===== config.mk =====
export PLATFORM = sky130hd
export DESIGN_NAME = seq_101_tx
export DESIGN_NICKNAME = d
export VERILOG_FILES = /design/src/rtl/seq_101_tx.sv
export SDC_FILE = /design/constraint.sdc
export NUM_CORES = 1
export LEC_CHECK = 0
export CORE_MARGIN = 2
export CORE_UTILIZATION = 53
export DETAILED_ROUTE_END_ITERATION = 6
export PLACE_DENSITY = 0.75
export SLEW_MARGIN = 40
export SYNTH_ARGS = -nofsm -noshare
export SYNTH_HDL_FRONTEND = slang
export SYNTH_SLANG_ARGS = --single-unit

===== constraint.sdc =====
create_clock -name clk -period 1.9 [get_ports clk]
set_input_delay 0.38 -clock clk [delete_from_list [all_inputs] [get_ports clk]]
set_output_delay 0.38 -clock clk [all_outputs]
set_load 0.01 [all_outputs]

===== src/rtl/seq_101_tx.sv =====
// ============================================================================
// Module  : seq_101_tx
// Brief   : Serial "101"-link pattern transmitter; shifts a loaded word out
//           MSB-first with optional contiguous repeats. Optional macro
//           SYNC_PREAMBLE_EN prefixes each load with a 1,0,1 preamble.
// Revision: 1.0
// ============================================================================
`default_nettype none

module seq_101_tx #(
   parameter int WORD_W = 8,
   parameter int CNT_W  = 4
) (
   input  logic              clk,
   input  logic              rst_n,
   input  logic              i_load_valid,
   input  logic [WORD_W-1:0] i_load_data,
   input  logic [CNT_W-1:0]  i_load_rep,
   output logic              o_load_ready,
   output logic              o_out,
   output logic              o_out_valid,
   output logic              o_busy,
   output logic              o_done
);

   localparam int BIT_W = (WORD_W > 1) ? $clog2(WORD_W) : 1;
   localparam logic [BIT_W-1:0] c_BIT_LAST = BIT_W'(WORD_W - 1);

`ifdef SYNC_PREAMBLE_EN
   typedef enum logic [1:0] {
      S_IDLE  = 2'd0,
      S_PRE   = 2'd1,
      S_SHIFT = 2'd2,
      S_DONE  = 2'd3
   } state_t;
`else
   typedef enum logic [1:0] {
      S_IDLE  = 2'd0,
      S_SHIFT = 2'd2,
      S_DONE  = 2'd3
   } state_t;
`endif

   state_t              r_state;
   state_t              w_state_nxt;
   logic [WORD_W-1:0]   r_shreg;
   logic [WORD_W-1:0]   r_hold;
   logic [CNT_W-1:0]    r_rep_cnt;
   logic [BIT_W-1:0]    r_bit_cnt;
   logic                r_out;
   logic                r_out_valid;
   logic                r_done;
`ifdef SYNC_PREAMBLE_EN
   logic [1:0]          r_pre_cnt;
`endif

   logic w_load_ready;
   logic w_accept;
   logic w_last_bit;

   assign w_load_ready = (r_state == S_IDLE) || (r_state == S_DONE);
   assign w_accept     = i_load_valid & w_load_ready;
   assign w_last_bit   = (r_bit_cnt == '0);

   always_ff @(posedge clk or negedge rst_n) begin
      if (!rst_n) r_state <= S_IDLE;
      else        r_state <= w_state_nxt;
   end

   always_comb begin
      w_state_nxt = r_state;
      case (r_state)
         S_IDLE, S_DONE: begin
            if (w_accept) begin
`ifdef SYNC_PREAMBLE_EN
               w_state_nxt = S_PRE;
`else
               w_state_nxt = S_SHIFT;
`endif
            end else begin
               w_state_nxt = S_IDLE;
            end
         end
`ifdef SYNC_PREAMBLE_EN
         S_PRE: begin
            if (r_pre_cnt == 2'd2) w_state_nxt = S_SHIFT;
         end
`endif
         S_SHIFT: begin
            if (w_last_bit && (r_rep_cnt == '0)) w_state_nxt = S_DONE;
         end
         default: w_state_nxt = S_IDLE;
      endcase
   end

   // Serial outputs lag the state by one cycle, which yields the one-cycle
   // accept-to-first-bit latency and places the done pulse after the last bit.
   always_ff @(posedge clk or negedge rst_n) begin
      if (!rst_n) begin
         r_shreg     <= '0;
         r_hold      <= '0;
         r_rep_cnt   <= '0;
         r_bit_cnt   <= '0;
         r_out       <= 1'b0;
         r_out_valid <= 1'b0;
         r_done      <= 1'b0;
`ifdef SYNC_PREAMBLE_EN
         r_pre_cnt   <= '0;
`endif
      end else begin
         r_out       <= 1'b0;
         r_out_valid <= 1'b0;
         r_done      <= 1'b0;
         case (r_state)
`ifdef SYNC_PREAMBLE_EN
            S_PRE: begin
               r_out       <= (r_pre_cnt != 2'd1);
               r_out_valid <= 1'b1;
               if (r_pre_cnt != 2'd2) r_pre_cnt <= r_pre_cnt + 2'd1;
            end
`endif
            S_SHIFT: begin
               r_out       <= r_shreg[WORD_W-1];
               r_out_valid <= 1'b1;
               if (!w_last_bit) begin
                  r_shreg   <= {r_shreg[WORD_W-2:0], 1'b0};
                  r_bit_cnt <= r_bit_cnt - 1'b1;
               end else if (r_rep_cnt != '0) begin
                  r_shreg   <= r_hold;
                  r_rep_cnt <= r_rep_cnt - 1'b1;
                  r_bit_cnt <= c_BIT_LAST;
               end else begin
                  r_shreg   <= {r_shreg[WORD_W-2:0], 1'b0};
               end
            end
            S_DONE: r_done <= 1'b1;
            default: ;
         endcase
         if (w_accept) begin
            r_shreg   <= i_load_data;
            r_hold    <= i_load_data;
            r_rep_cnt <= i_load_rep;
            r_bit_cnt <= c_BIT_LAST;
`ifdef SYNC_PREAMBLE_EN
            r_pre_cnt <= '0;
`endif
         end
      end
   end

   assign o_load_ready = w_load_ready;
   assign o_out        = r_out;
   assign o_out_valid  = r_out_valid;
   assign o_done       = r_done;
`ifdef SYNC_PREAMBLE_EN
   assign o_busy       = (r_state == S_PRE) || (r_state == S_SHIFT);
`else
   assign o_busy       = (r_state == S_SHIFT);
`endif

endmodule

`default_nettype wire

# ---- Word-level counts from Yosys, hierarchy flattened
# Cells that the tools add are included.
# W data, S select, Z words.
dict set report word_totals {
  latch_bits 0
  regBits 28
  rom_bits 0
  output_inout_bits 5
  ramBits 0
  n_memories 0
}
dict set report op_classes {
  reduce_logical 12
  eq_ne 4
  n_bitwise 1
  div_mod_pow 0
  mul 0
  magnitude_cmp 0
  mux 18
  n_addsub 2
  shift 0
}
# op n
set op_table {}
lappend op_table {{$mux W8} 4}
lappend op_table {{$mux W4} 4}
lappend op_table {{$mux W3} 4}
lappend op_table {{$reduce_bool A2 Y1} 3}
lappend op_table {{$eq A2 B2 Y1 const B} 2}
lappend op_table {{$logic_not A4 Y1} 1}
lappend op_table {{$mux W2} 2}
lappend op_table {{$pmux W2 S2} 1}
lappend op_table {{$reduce_bool A4 Y1} 1}
lappend op_table {{$sub A4 B1 Y4 const B} 1}
lappend op_table {{$logic_not A3 Y1} 1}
lappend op_table {{$mux W1} 3}
lappend op_table {{$ne A3 B2 Y1 const B} 1}
lappend op_table {{$reduce_and A3 Y1} 1}
lappend op_table {{$sub A3 B1 Y3 const B} 1}
lappend op_table {{$logic_not A2 Y1} 1}
lappend op_table {{$ne A2 B1 Y1 const B} 1}
lappend op_table {{$reduce_and A2 Y1} 1}
lappend op_table {{$reduce_or A2 Y1} 1}
lappend op_table {{$and A1 B1 Y1} 1}
lappend op_table {{$logic_and A1 B1 Y1} 1}
lappend op_table {{$logic_or A1 B1 Y1} 1}

# ---- Depth between registers and ports, before layout
dict set report depth {
  word_depth 5
  ltp_mapped 7
  mapped_depth_nobuf 5
}

# ---- Worst setup path before layout
# No wires, ideal clock.
dict set report synth_timing {
  path_kind {reg-to-reg}
  startpoint {register r_state[0]}
  endpoint {register r_shreg[6]}
  setup_time_ns 0.131
  path_stages_with_launch 8
  setup_slack_ns 0.271
  path_buffers 2
  required_ns 1.769
  synth_period_minus_slack_ns 1.629
  arrival_ns 1.498
  path_cell_list {dfrtp_1 -> inv_1 -> ha_1 -> and2_1 -> clkbuf_1 -> buf_2 -> a22oi_1 -> nand3_1}
}
dict set report synth_via {
  elab_chain_cells 4
}
# element line
set synth_lines {}
lappend synth_lines {{start: declaration} 44} ;# state_t r_state;
lappend synth_lines {{start signal: assignment} 67} ;# else r_state <= w_state_nxt;
lappend synth_lines {{$eq A2 B2 Y1 / $logic_not A2 Y1 (equally long branches)} 61} ;# assign w_load_ready = (r_state == S_IDLE) || (r_state == S_DONE);
lappend synth_lines {{$logic_or A1 B1 Y1 (*)} 61}
lappend synth_lines {{via o_load_ready} 19} ;# output logic o_load_ready,
lappend synth_lines {{$and A1 B1 Y1 (*)} 62} ;# assign w_accept = i_load_valid & w_load_ready;
lappend synth_lines {{$mux W8 / $reduce_bool A2 Y1 (equally long branches)} --}
lappend synth_lines {{end signal: assignment} 129} ;# r_shreg <= r_hold;
lappend synth_lines {{end signal: assignment} 133} ;# r_shreg <= {r_shreg[WORD_W-2:0], 1'b0};
lappend synth_lines {{end signal: assignment} 140} ;# r_shreg <= i_load_data;
lappend synth_lines {{end: declaration} 46} ;# logic [WORD_W-1:0] r_shreg;
# The timed path passes the listed nets; every way through them passes the cells marked *.
# A chain may end at the register's enable or synchronous reset.

# ---- Worst setup path in the final report
dict set report layout_timing {
  startpoint {register r_state[0]}
  endpoint {output o_load_ready}
}
dict set report layout_via {
  elab_chain_cells 2
}
# element line
set layout_lines {}
lappend layout_lines {{$eq A2 B2 Y1 / $logic_not A2 Y1 (equally long branches)} 61}
lappend layout_lines {{$logic_or A1 B1 Y1 (*)} 61}
lappend layout_lines {{end: declaration} 19}
# Every way passes the cells marked *; elsewhere a longest branch is shown, timed or not.

==> run summary <==
outcome - finished clean
Achievable Freq - 0.5591 GHz
RSZ-0062 raised after global routing - no
RR Endpoint - r_rep_cnt[3]$_DFFE_PN0P_
CP max stage delay - 0.41 ns
Lkg Pwr - 0.0007636 uW
crit path launch - r_state[0]$_DFFE_PN0P_
Critical-path top delay cell - dfrtp_1
syn nets - 172
Worst Hold Class - in -> async
crit path launch type - register
post-DP HPWL - 2042 um
area grow syn2layout - 20.58%
worst setup slack after layout - 0.1114 ns
post-synthesis sequential area ratio - 49.25%
post-route ant nets - 0
clk root buf - clkbuf_4
hold_buf cts - 0
ANT cells - 0
slew of the pin with the lowest slew margin - 0.5981 ns
DIE HEIGHT - 55.81 um
Pre-antenna DRT Iters - 4
P per Cell Area - 1294 nW/um^2
max_slew headroom - 60.13%
CP required - 1.52 ns
port buffer count - 19
number of global-route vias before repair - 1159
synthesized area per cell - 9.421 um^2
Overflow after GRT - 0
Synth Warn # - 0
largest net degree at the start of global routing - 29
Skew-Pair Late Insertion Delay - 0.32 ns
global-route wire length before repair - 5202 um
dpl cells - 199
# fillers - 191
WL final - 2979 um
final hold vios - 0
DP Worst Slack - 0.1454 ns
crit path buf inv count - 2
Final Cycle Share - 94.14%
GRT Total Usage - 20.58%
Final Setup Violations - 0
multi-input logic area - 631.9 um^2
max_cap viols - 0
Final Critical Period - 1.789 ns
starting density of the core - 56.91%
Layout Skew - 0.001869 ns
crit path to - o_load_ready
non-filler cells, final - 204
core area - 2500 um^2
Synth Instances - 151
CTS Buf Count - 3
initial antenna violation count - 0
routability cong. - 0.7914
Net count, final - 196
Final Util - 68.62%
share of cells above drive strength 1 - 10.34%
H-tree Lvls - 1
Storage cell area - 700.7 um^2
R2R depth - 5
WP depth - 3
Site Rows - 18
CP top delay family - flip-flops
Vias - 1203
maximum VDD drop - 0.9024 mV
Die Area - 3115 um^2
num ports - 20
CP Max Fanout - 5
flop-to-flop setup slack - 0.19 ns
vias per cell - 5.897
CP Capture Type - primary output
crit path DAT - 1.41 ns
critical path class - reg -> out
DRT iter0 DRCs - 36
WL/cell - 14.60 um
clk sinks - 28
Max clock buf depth - 2
# DRC - 0
critical-path cell list - inv_1, ha_2, dlygate4sd2_1
Clock transition at path regs - 0.15 ns
Mapped Area - 1423 um^2
CTS tree - built
Netlist cell types - 31
RR Startpoint - r_state[0]$_DFFE_PN0P_
setup_tns - 0 ns
Max Slew Vio Count - 0
Seq cells post-synth - 28
Die Width - 55.81 um
area by class of cell:
type | instances | area share (%)
multi-input cells | 105 | 36.83
clock buffers | 3 | 1.313
well taps | 30 | 2.188
flip-flops and latches | 28 | 40.85
inverters | 8 | 1.751
repair buffers | 29 | 15.32
clock inverters | 1 | 1.751
synth_stat cells:
| cell | number | area [um^2] |
|---|---|---|
| o211ai_1 | 7 | 52.55 |
| and2_1 | 2 | 12.51 |
| a31oi_1 | 5 | 31.28 |
| o31ai_1 | 1 | 7.510 |
| dfrtp_1 | 28 | 700.7 |
| nor3b_2 | 1 | 12.51 |
| clkbuf_1 | 3 | 11.26 |
| nand3_1 | 10 | 50.05 |
| dlymetal6s2s_1 | 1 | 12.51 |
| clkbuf_8 | 1 | 13.76 |
| nor2_1 | 6 | 22.52 |
| nand2_1 | 26 | 97.59 |
| a21boi_0 | 1 | 7.510 |
| o21ai_0 | 7 | 35.03 |
| inv_1 | 8 | 30.03 |
| nor3_1 | 1 | 5.000 |
| nand3b_1 | 1 | 7.510 |
| nand2b_1 | 1 | 6.260 |
| nor2b_1 | 1 | 6.260 |
| or3b_2 | 1 | 8.760 |
| buf_2 | 5 | 25.02 |
| nand4_1 | 8 | 50.05 |
| ha_1 | 6 | 75.07 |
| a21oi_1 | 4 | 20.02 |
| a22oi_1 | 7 | 52.55 |
| o21a_1 | 1 | 7.510 |
| a311o_1 | 1 | 10.01 |
| o311ai_0 | 1 | 8.760 |
| a31o_2 | 1 | 8.760 |
| or4_1 | 2 | 15.01 |
| or3_1 | 3 | 18.77 |
per-stage QoR:
step	power, uW	hold WS [ns]	area (um^2)
after floorplan	1544	0.08441	1423
after global placement	1809	0.4601	1655
after detailed placement	1853	0.4620	1655
after CTS	2231	0.4187	1715
after global routing	2399	0.4466	1715
final	2220	0.4005	1715
cells in the final DEF (no fill, tap or decap), types with 2 or more instances in the layout:
master and instances:
dfrtp_1 28, nand2_1 26, clkdlybuf4s50_1 17, nand3_1 10
buf_4 10, inv_1 8, nand4_1 8, a22oi_1 7
o211ai_1 7, o21ai_0 7, nor2_1 6, a31oi_1 5
ha_1 5, a21oi_1 4, or3_1 3, clkbuf_4 3
and2_1 2, or4_1 2, dlygate4sd2_1 2
flip-flops by register name, summed over array words and instances, names as in the netlist:
name,flops
o_done,1
o_out,1
r_rep_cnt,4
o_out_valid,1
r_shreg,8
r_state,2
r_hold,8
r_bit_cnt,3
repair_timing:
| action | CTS | global route |
|---|---|---|
| resized for setup | 3 | 0 |
| setup endpoints to repair | 2 | 0 |
| setup buffers | 1 | 0 |
worst min path at each step:
| stage | from | end | slack (ns) | cells past startpoint |
|---|---|---|---|---|
| 2_1_floorplan | rst_n | o_done$_DFF_PN0_ | 0.08 | 0 |
| 3_3_place_gp | r_hold[0]$_DFFE_PN0P_ | r_hold[0]$_DFFE_PN0P_ | 0.46 | 2 |
| 3_5_place_dp | r_hold[5]$_DFFE_PN0P_ | r_hold[5]$_DFFE_PN0P_ | 0.46 | 2 |
| 4_1_cts | rst_n | r_shreg[2]$_DFFE_PN0P_ | 0.42 | 2 |
| 5_1_grt | rst_n | r_shreg[6]$_DFFE_PN0P_ | 0.45 | 2 |
| 6_report | rst_n | r_state[1]$_DFFE_PN0P_ | 0.40 | 2 |
routing by layer:
metal  global-route usage, %  vias to the layer above  routed length, um
li1                        -                      587                  -
met1                   27.81                      579               1369
met2                   35.71                       33               1437
met3                   2.791                        4                148
met4                   4.082                        0                 23
met5                       0                        -                  0
kinds of logic (layout without fill, tap and decap cells):
family / after synthesis / count (layout) / share of synthesized area [%]
AOI/OAI and AO/OA: 36 / 36 / 16.98
adders and majority gates: 6 / 6 / 5.277
buffers and inverters: 18 / 41 / 6.508
DFF: 28 / 28 / 49.25
and+or+nand+nor: 63 / 63 / 21.99
power breakdown:
part | internal [uW] | switching [uW]
Sequential | 834 | 144
Combinational | 384 | 466
Clock | 213 | 178
Power figures use the tool's default switching activity.
